## src/rtl/sccb_responder.sv

```systemverilog
// SCCB target standing in for an OV7670: decodes 3-phase writes, ACKs them and strobes each register write.
// Define SCCB_READBACK_EN to ACK the read ID (DEVICE_ID|1) and shift rd_data out on siod.
module sccb_responder #(
  parameter logic [7:0]  DEVICE_ID   = 8'h42,
  parameter int unsigned SYNC_STAGES = 2
) (
  input  logic        clk,
  input  logic        resetn,
  input  logic        sioc_in,
  input  logic        siod_in,
  output logic        siod_drive_low,
  output logic        wr_valid,
  output logic [7:0]  wr_addr,
  output logic [7:0]  wr_data,
  output logic [7:0]  rd_addr,
  input  logic [7:0]  rd_data,
  output logic        busy,
  output logic [15:0] write_count
);

  typedef enum logic [3:0] {
    IDLE, ID, ID_ACK, ADDR, ADDR_ACK, DATA, DATA_ACK, RD_BITS, RD_NA, WAIT_STOP
  } state_t;

  // Sync chains reset to the idle-bus level so reset release never looks like an edge.
  logic [SYNC_STAGES-1:0] sioc_sync_q, siod_sync_q;
  logic                   sioc_prev_q, siod_prev_q;

  always_ff @(posedge clk or negedge resetn) begin
    if (!resetn) begin
      sioc_sync_q <= '1;
      siod_sync_q <= '1;
      sioc_prev_q <= 1'b1;
      siod_prev_q <= 1'b1;
    end else begin
      sioc_sync_q <= {sioc_sync_q[SYNC_STAGES-2:0], sioc_in};
      siod_sync_q <= {siod_sync_q[SYNC_STAGES-2:0], siod_in};
      sioc_prev_q <= sioc_sync_q[SYNC_STAGES-1];
      siod_prev_q <= siod_sync_q[SYNC_STAGES-1];
    end
  end

  logic sioc_s, siod_s, sioc_rise, sioc_fall, start_det, stop_det;
  assign sioc_s    = sioc_sync_q[SYNC_STAGES-1];
  assign siod_s    = siod_sync_q[SYNC_STAGES-1];
  assign sioc_rise = sioc_s & ~sioc_prev_q;
  assign sioc_fall = ~sioc_s & sioc_prev_q;
  assign start_det = sioc_s & sioc_prev_q & siod_prev_q & ~siod_s;
  assign stop_det  = sioc_s & sioc_prev_q & ~siod_prev_q & siod_s;

  state_t      state_q;
  logic [6:0]  shift_q;
  logic [3:0]  cnt_q;
  logic        drive_q, wr_valid_q, busy_q;
  logic [7:0]  wr_addr_q, wr_data_q, ptr_q;
  logic [15:0] write_count_q;
`ifdef SCCB_READBACK_EN
  logic        rd_mode_q;
  logic [7:0]  tx_q;
`else
  logic        unused_rd_data;
  assign unused_rd_data = ^rd_data;
`endif

  logic [7:0] rx_byte_d;
  logic       last_bit_d, id_match_d;
  assign rx_byte_d  = {shift_q, siod_s};
  assign last_bit_d = (cnt_q == 4'd7);
  assign id_match_d = (rx_byte_d[7:1] == DEVICE_ID[7:1]);

  always_ff @(posedge clk or negedge resetn) begin
    if (!resetn) begin
      state_q       <= IDLE;
      shift_q       <= '0;
      cnt_q         <= '0;
      drive_q       <= 1'b0;
      wr_valid_q    <= 1'b0;
      busy_q        <= 1'b0;
      wr_addr_q     <= '0;
      wr_data_q     <= '0;
      ptr_q         <= '0;
      write_count_q <= '0;
`ifdef SCCB_READBACK_EN
      rd_mode_q     <= 1'b0;
      tx_q          <= '0;
`endif
    end else begin
      wr_valid_q <= 1'b0;
      if (stop_det) begin
        state_q <= IDLE;
        drive_q <= 1'b0;
        busy_q  <= 1'b0;
      end else if (start_det) begin
        state_q <= ID;
        cnt_q   <= '0;
        drive_q <= 1'b0;
        busy_q  <= 1'b1;
`ifdef SCCB_READBACK_EN
        rd_mode_q <= 1'b0;
`endif
      end else begin
        case (state_q)
          ID, ADDR, DATA: begin
            if (sioc_rise) begin
              shift_q <= rx_byte_d[6:0];
              cnt_q   <= last_bit_d ? 4'd0 : cnt_q + 4'd1;
              if (last_bit_d) begin
                if (state_q == ID) begin
                  if (!id_match_d) begin
                    state_q <= WAIT_STOP;
                  end else if (!rx_byte_d[0]) begin
                    state_q <= ID_ACK;
                  end else begin
`ifdef SCCB_READBACK_EN
                    rd_mode_q <= 1'b1;
                    state_q   <= ID_ACK;
`else
                    state_q   <= WAIT_STOP;
`endif
                  end
                end else if (state_q == ADDR) begin
                  ptr_q   <= rx_byte_d;
                  state_q <= ADDR_ACK;
                end else begin
                  wr_valid_q    <= 1'b1;
                  wr_addr_q     <= ptr_q;
                  wr_data_q     <= rx_byte_d;
                  write_count_q <= write_count_q + 16'd1;
                  state_q       <= DATA_ACK;
                end
              end
            end
          end
          // First fall after bit 8 pulls low; the next fall ends the ACK slot.
          ID_ACK, ADDR_ACK, DATA_ACK: begin
            if (sioc_fall) begin
              if (!drive_q) begin
                drive_q <= 1'b1;
              end else begin
                drive_q <= 1'b0;
                cnt_q   <= '0;
                if (state_q == ADDR_ACK) begin
                  state_q <= DATA;
                end else if (state_q == DATA_ACK) begin
                  state_q <= WAIT_STOP;
                end else begin
`ifdef SCCB_READBACK_EN
                  if (rd_mode_q) begin
                    tx_q    <= rd_data;
                    drive_q <= ~rd_data[7];
                    state_q <= RD_BITS;
                  end else begin
                    state_q <= ADDR;
                  end
`else
                  state_q <= ADDR;
`endif
                end
              end
            end
          end
`ifdef SCCB_READBACK_EN
          RD_BITS: begin
            if (sioc_rise) begin
              cnt_q <= cnt_q + 4'd1;
            end else if (sioc_fall) begin
              if (cnt_q == 4'd8) begin
                drive_q <= 1'b0;
                state_q <= RD_NA;
              end else begin
                tx_q    <= {tx_q[6:0], 1'b0};
                drive_q <= ~tx_q[6];
              end
            end
          end
          RD_NA: begin
            if (sioc_rise) state_q <= WAIT_STOP;
          end
`endif
          default: ;
        endcase
      end
    end
  end

  assign siod_drive_low = drive_q;
  assign wr_valid       = wr_valid_q;
  assign wr_addr        = wr_addr_q;
  assign wr_data        = wr_data_q;
  assign rd_addr        = ptr_q;
  assign busy           = busy_q;
  assign write_count    = write_count_q;

endmodule

```

## config.mk

```make
export PLATFORM = sky130hd
export DESIGN_NAME = sccb_responder
export DESIGN_NICKNAME = d
export VERILOG_FILES = /design/src/rtl/sccb_responder.sv
export SDC_FILE = /design/constraint.sdc
export NUM_CORES = 1
export LEC_CHECK = 0
export CORE_ASPECT_RATIO = 1.1
export CORE_MARGIN = 2
export CORE_UTILIZATION = 55
export CTS_BUF_LIST = sky130_fd_sc_hd__clkbuf_4 sky130_fd_sc_hd__clkbuf_8 sky130_fd_sc_hd__clkbuf_16
export CTS_CLUSTER_SIZE = 10
export DETAILED_ROUTE_END_ITERATION = 16
export PLACE_DENSITY = 0.84
export SLEW_MARGIN = 30
export SYNTH_ARGS = -nofsm -noshare
export SYNTH_HDL_FRONTEND = slang
export SYNTH_SLANG_ARGS = --single-unit
```

## constraint.sdc

```tcl
create_clock -name clk -period 4 [get_ports clk]
set_clock_uncertainty 0.15 [all_clocks]
set_input_delay 0.4 -clock clk [delete_from_list [all_inputs] [get_ports clk]]
set_output_delay 0.4 -clock clk [all_outputs]
set_load 0.1 [all_outputs]
```

# [Yosys cells after proc, flatten, opt, wreduce, memory -nomap -nowiden]
# Index checks and enable logic that the tools add are counted.
[word_totals] reg_bits=64 in_bits=12 out_inout_bits=43
[op_classes] addsub=2 eq_ne=15 mux=33 bitwise=15 reduce_logical=13
[op_table] op="$mux W4" n=16
[op_table] op="$add A16 B1 Y16 const B" n=1
[op_table] op="$eq A4 B3 Y1 const B" n=4
[op_table] op="$ne A4 B4 Y1 const B" n=4
[op_table] op="$pmux W4 S2" n=2
[op_table] op="$mux W1" n=14
[op_table] op="$reduce_and A7 Y1" n=2
[op_table] op="$reduce_and A5 Y1" n=2
[op_table] op="$ne A3 B3 Y1 const B" n=3
[op_table] op="$reduce_bool A3 Y1" n=3
[op_table] op="$eq A4 B2 Y1 const B" n=2
[op_table] op="$not A1 Y1" n=8
[op_table] op="$and A1 B1 Y1" n=7
[op_table] op="$eq A7 B6 Y1 const B" n=1
[op_table] op="$reduce_or A3 Y1" n=2
[op_table] op="$add A4 B1 Y4 const B" n=1
[op_table] op="$eq A4 B1 Y1 const B" n=1
[op_table] op="$reduce_and A4 Y1" n=1
[op_table] op="$reduce_bool A4 Y1" n=1
[op_table] op="$mux W2" n=1
[op_table] op="$reduce_and A2 Y1" n=1
[op_table] op="$reduce_bool A2 Y1" n=1

# [Depth between registers and ports, before layout]
[depth] depth_word=8 ltp_mapped=8 depth_no_buf=6

# [Worst setup path before layout]
# Ideal clock, no wire load.
[synth_timing] path_type="register -> register" start="register write_count_q[9] (netlist: write_count[9])" end="register write_count_q[15] (netlist: write_count[15])" setup_ns=0.161 arrival_ns=1.866 t_required_ns=3.689 path_slack_ns=1.822 stages_incl_launch_ff=5 path_buffers=0 path_cell_list="dfrtp_1 > and4_1 > nand4_1 > nor4_4 > xor2_1"
[synth_between] elab_chain_len=1
[synth_rtl] item="start, declared" line="56" source="logic [15:0] write_count_q;"
[synth_rtl] item="start signal, assigned" line="128" source="write_count_q <= write_count_q + 16'd1;"
[synth_rtl] item="$add A16 B1 Y16" line="128"
# Every way passes these cells.
# A chain may end at the register's enable or synchronous reset.

# [Worst setup path after layout]
[layout_timing] start="register write_count_q[11] (netlist: write_count[11])" end="output port write_count[11]"
[layout_lines] item="end, declared" line="18" source="output logic [15:0] write_count"
# No word-level cell between the ends.

==> run summary <==
The run finished with clean final reports. The Yosys step of the flow raised 0 warnings. The remaining routing DRC violations is 0.

The share of synthesized area in the top cell type comes to 0.511. The placed instances occupy a cell area of 3330 µm². The count of flip-flops with a built-in enable after synthesis is 0. The post-detailed-placement half-perimeter wirelength is 3560 µm. The netlist area before placement is 2840 µm². In this run the worst hold path is classified as in2async.

Buffers inserted to repair hold after CTS numbered 0. The initial cell density of the core is 0.568. After clock tree synthesis, the clock-pin slew on the worst setup and hold paths is 0.07 ns. By area, the combinational part of the netlist is dominated by simple AND/OR/NAND/NOR gates. Summed over all layers, the global routing overflow is 0. The clock insertion delay at the later pin of the skew report is 0.34 ns.

The longest individual stage delay on the worst path is 1.16 ns. Of the total synthesized cell area, the portion taken by AND, OR, NAND and NOR gates is 0.226. The cell family contributing the most delay on the critical path is buffers and inverters. From synthesis to final layout, the design area changed by 24.4%. Setup violations remaining at the end of the flow were counted as 0. The number of global-route vias before repair was 1918. Of the total synthesized cell area, the portion taken by XOR and XNOR cells is 0.0524.

The first global-routing pass estimated 8910 µm of wire. The count of boundary I/O pins is 55. The worst max-slew margin expressed relative to the limit is 0.341.

The area of all placed cells without fillers is 3530 µm². Counting every net in the synthesized netlist gives 264. The number of clock buffers added by TritonCTS is 9. The largest net degree at the start of global routing came out at 37. The arrival time reported for the critical path endpoint came out at 1.92 ns. The count of buffers added on input and output ports is 46. The peak supply drop came out at 0.231 mV.

The H-tree was split into 3 levels. In this run the post-CTS setup repair buffer count came out at 0. The number of DRC markers in iteration 0 came out at 87. The final weighted congestion of routability-driven global placement is 0.859. The via density per instance is 5.45.

The die extent in x came out at 72.5 µm. The signal on the critical path passes through clkdlybuf4s50_1. The first detailed-routing pass took 4 iterations. The floorplan step set the die height to 79.4 µm. The placeable core area came out at 5000 µm². The sequential area share after synthesis came out at 0.567. The critical path is of the reg2out type.

The count of standard-cell rows came out at 27. The wire length reported by the detailed router is 5260 µm. The initial antenna violation count came out at 0.

The die footprint is 5760 µm². The maximum frequency from static timing analysis is 405 MHz. The total global-route track usage is 0.207.

The final net count is 315. The routed wire length per instance came out at 14.4 µm. The most used flip-flop cell after synthesis is sky130_fd_sc_hd__dfrtp_1.

The startpoint type of the worst setup path is a flip-flop. The post-cts resize count came out at 0. For this design the ratio of total power to cell area is 468 nW/µm². After routing, the total negative slack on setup checks comes to 0 ns. Of the post-synthesis cell area, the part taken by muxes is 0.0784. The via count is 1983. The count of pins over their slew limit is 0. The number of antenna repair diodes is 0. The number of instances in the synthesized netlist came out at 250. The post-synthesis compound-gate area fraction is 0.0383. The largest total area in the synthesized netlist belongs to sky130_fd_sc_hd__dfrtp_1. The async set or reset register ratio after synthesis came out at 1.00.

The final cycle utilization of the critical path came out at 0.617. Sorting the synthesized cells by area gives the leading types as sky130_fd_sc_hd__dfrtp_1 (51%), sky130_fd_sc_hd__nand2_1 (8.2%), sky130_fd_sc_hd__mux2_2 (7.1%). The post-synthesis sequential element count is 64. The count of distinct cell types in the synthesized netlist is 47. The required time of the critical path came out at 3.45 ns. Setup repair after global routing left no endpoint under its margin. The maximum net fanout on the critical path is 5. For this design, the slowest cell found on the critical path is sky130_fd_sc_hd__clkdlybuf4s50_1.

Max-cap violations in this run came to 0. The longest clock path from root to sink contains 2 buffers. The cell at the root of the clock tree is sky130_fd_sc_hd__clkbuf_8. The number of buffer and inverter stages on the critical path came out at 1. The fraction of final layout cells with drive strength greater than 1 came out at 0.170. The detail route stage leaves a number of antenna-violating nets equal to 0.

TritonCTS built the clock tree. The worst-margin pin slew is 0.985 ns. Clock tree synthesis found a total of 64 sinks. The utilization after layout came out at 0.707. The average cell area after synthesis is 11.4 µm². The number of hold-slack violations in the final timing report came out at 0. Of the total synthesized cell area, the portion taken by full adders, half adders and majority gates is 0.00881.

STA classifies the critical path endpoint as an output port. The minimum period implied by the final worst setup slack came out at 2.47 ns. Summed over all cells, the static leakage comes to 0.00176 µW.
[path summary, 6_finish.rpt]
check / cells past startpoint / startpoint / slack, ns / endpoint
max in group asynchronous: 2 / resetn / 2.78 / siod_sync_q[0]
setup / recovery: 1 / write_count[11] / 1.53 / write_count[11]
min in group clk: 0 / siod_sync_q[0] / 0.21 / siod_sync_q[1]
hold / removal: 1 / resetn / 0.003 / write_count[9]
hold reg to reg: 0 / siod_sync_q[0] / 0.21 / siod_sync_q[1]
setup reg to reg: 5 / sioc_sync_q[1] / 1.60 / write_count[2]
[metal layers]
metal / vias to the layer above / GRT usage / routed length, µm
met5: - / 0 / 0
met4: 0 / 0.0889 / 87
met3: 9 / 0.0657 / 226
met2: 41 / 0.330 / 2550
met1: 979 / 0.259 / 2390
li1: 954 / - / -
[power by group]
group          internal (µW)  switching (µW)
clock                    335             236
sequential               708            89.0
combinational            125             160
[cell type report]
class | count | area, µm²
clock buffers | 13 | 166
well taps | 58 | 72.6
inverters | 9 | 33.8
flip-flops and latches | 64 | 1610
fillers | 357 | 1470
multi-input cells | 170 | 1150
clock inverters | 3 | 42.5
repair buffers | 47 | 463
[registers in the layout, summed over array words and instances, names as in the netlist, 2 cells and up]
register     cells
rd_addr          8
write_count     16
wr_addr          8
state_q          4
cnt_q            4
wr_data          8
shift_q          7
sioc_sync_q      2
siod_sync_q      2
[synth_stat cells (2+ instances only)]
cell type,count
sky130_fd_sc_hd__buf_6,2
sky130_fd_sc_hd__and3b_1,2
sky130_fd_sc_hd__nand4b_1,2
sky130_fd_sc_hd__mux2i_1,2
sky130_fd_sc_hd__nand2_1,62
sky130_fd_sc_hd__o21ai_0,5
sky130_fd_sc_hd__nand4_1,3
sky130_fd_sc_hd__dfstp_2,6
sky130_fd_sc_hd__nor2_1,5
sky130_fd_sc_hd__xor2_1,11
sky130_fd_sc_hd__mux2_2,18
sky130_fd_sc_hd__nand3_1,10
sky130_fd_sc_hd__dfrtp_1,58
sky130_fd_sc_hd__xnor2_1,6
sky130_fd_sc_hd__ha_1,2
sky130_fd_sc_hd__and3_1,2
sky130_fd_sc_hd__nor4b_1,2
sky130_fd_sc_hd__inv_1,8
sky130_fd_sc_hd__a31oi_1,2
sky130_fd_sc_hd__nor3_1,8
sky130_fd_sc_hd__nor4_4,2
sky130_fd_sc_hd__nand3b_1,2
sky130_fd_sc_hd__buf_2,4
sky130_fd_sc_hd__nand2b_1,3
[kinds of logic after synthesis]
group,count (synthesis)
simple gates,115
flops,64
mux,20
xor+xnor,17
compound gates,16
buf+inv,16
fa+ha+maj,2
[metrics by stage]
stage / cells / total power [µW] / worst slack, ns / hold slack [ns]
floorplan: 250 / 1020 / 1.82 / -0.0456
global placement: 348 / 1080 / 1.60 / 0.196
detailed placement: 348 / 1090 / 1.58 / 0.197
CTS: 364 / 1670 / 1.52 / 0.0169
global route: 364 / 1740 / 1.43 / 0.0593
finish: 364 / 1650 / 1.53 / 0.00283
[cell usage in the layout, fill, tap and decap left out, types with 3 or more instances in the layout]
cell type                         count
sky130_fd_sc_hd__nand2_1             62
sky130_fd_sc_hd__dfrtp_1             58
sky130_fd_sc_hd__clkdlybuf4s50_1     45
sky130_fd_sc_hd__mux2_2              18
sky130_fd_sc_hd__xor2_1              11
sky130_fd_sc_hd__clkbuf_8            11
sky130_fd_sc_hd__nand3_1             10
sky130_fd_sc_hd__inv_1                8
sky130_fd_sc_hd__nor3_1               8
sky130_fd_sc_hd__xnor2_1              6
sky130_fd_sc_hd__dfstp_2              6
sky130_fd_sc_hd__nor2_1               5
sky130_fd_sc_hd__o21ai_0              5
sky130_fd_sc_hd__nand2b_1             3
sky130_fd_sc_hd__nand4_1              3
Note: power is estimated with default switching activity, not from simulation.
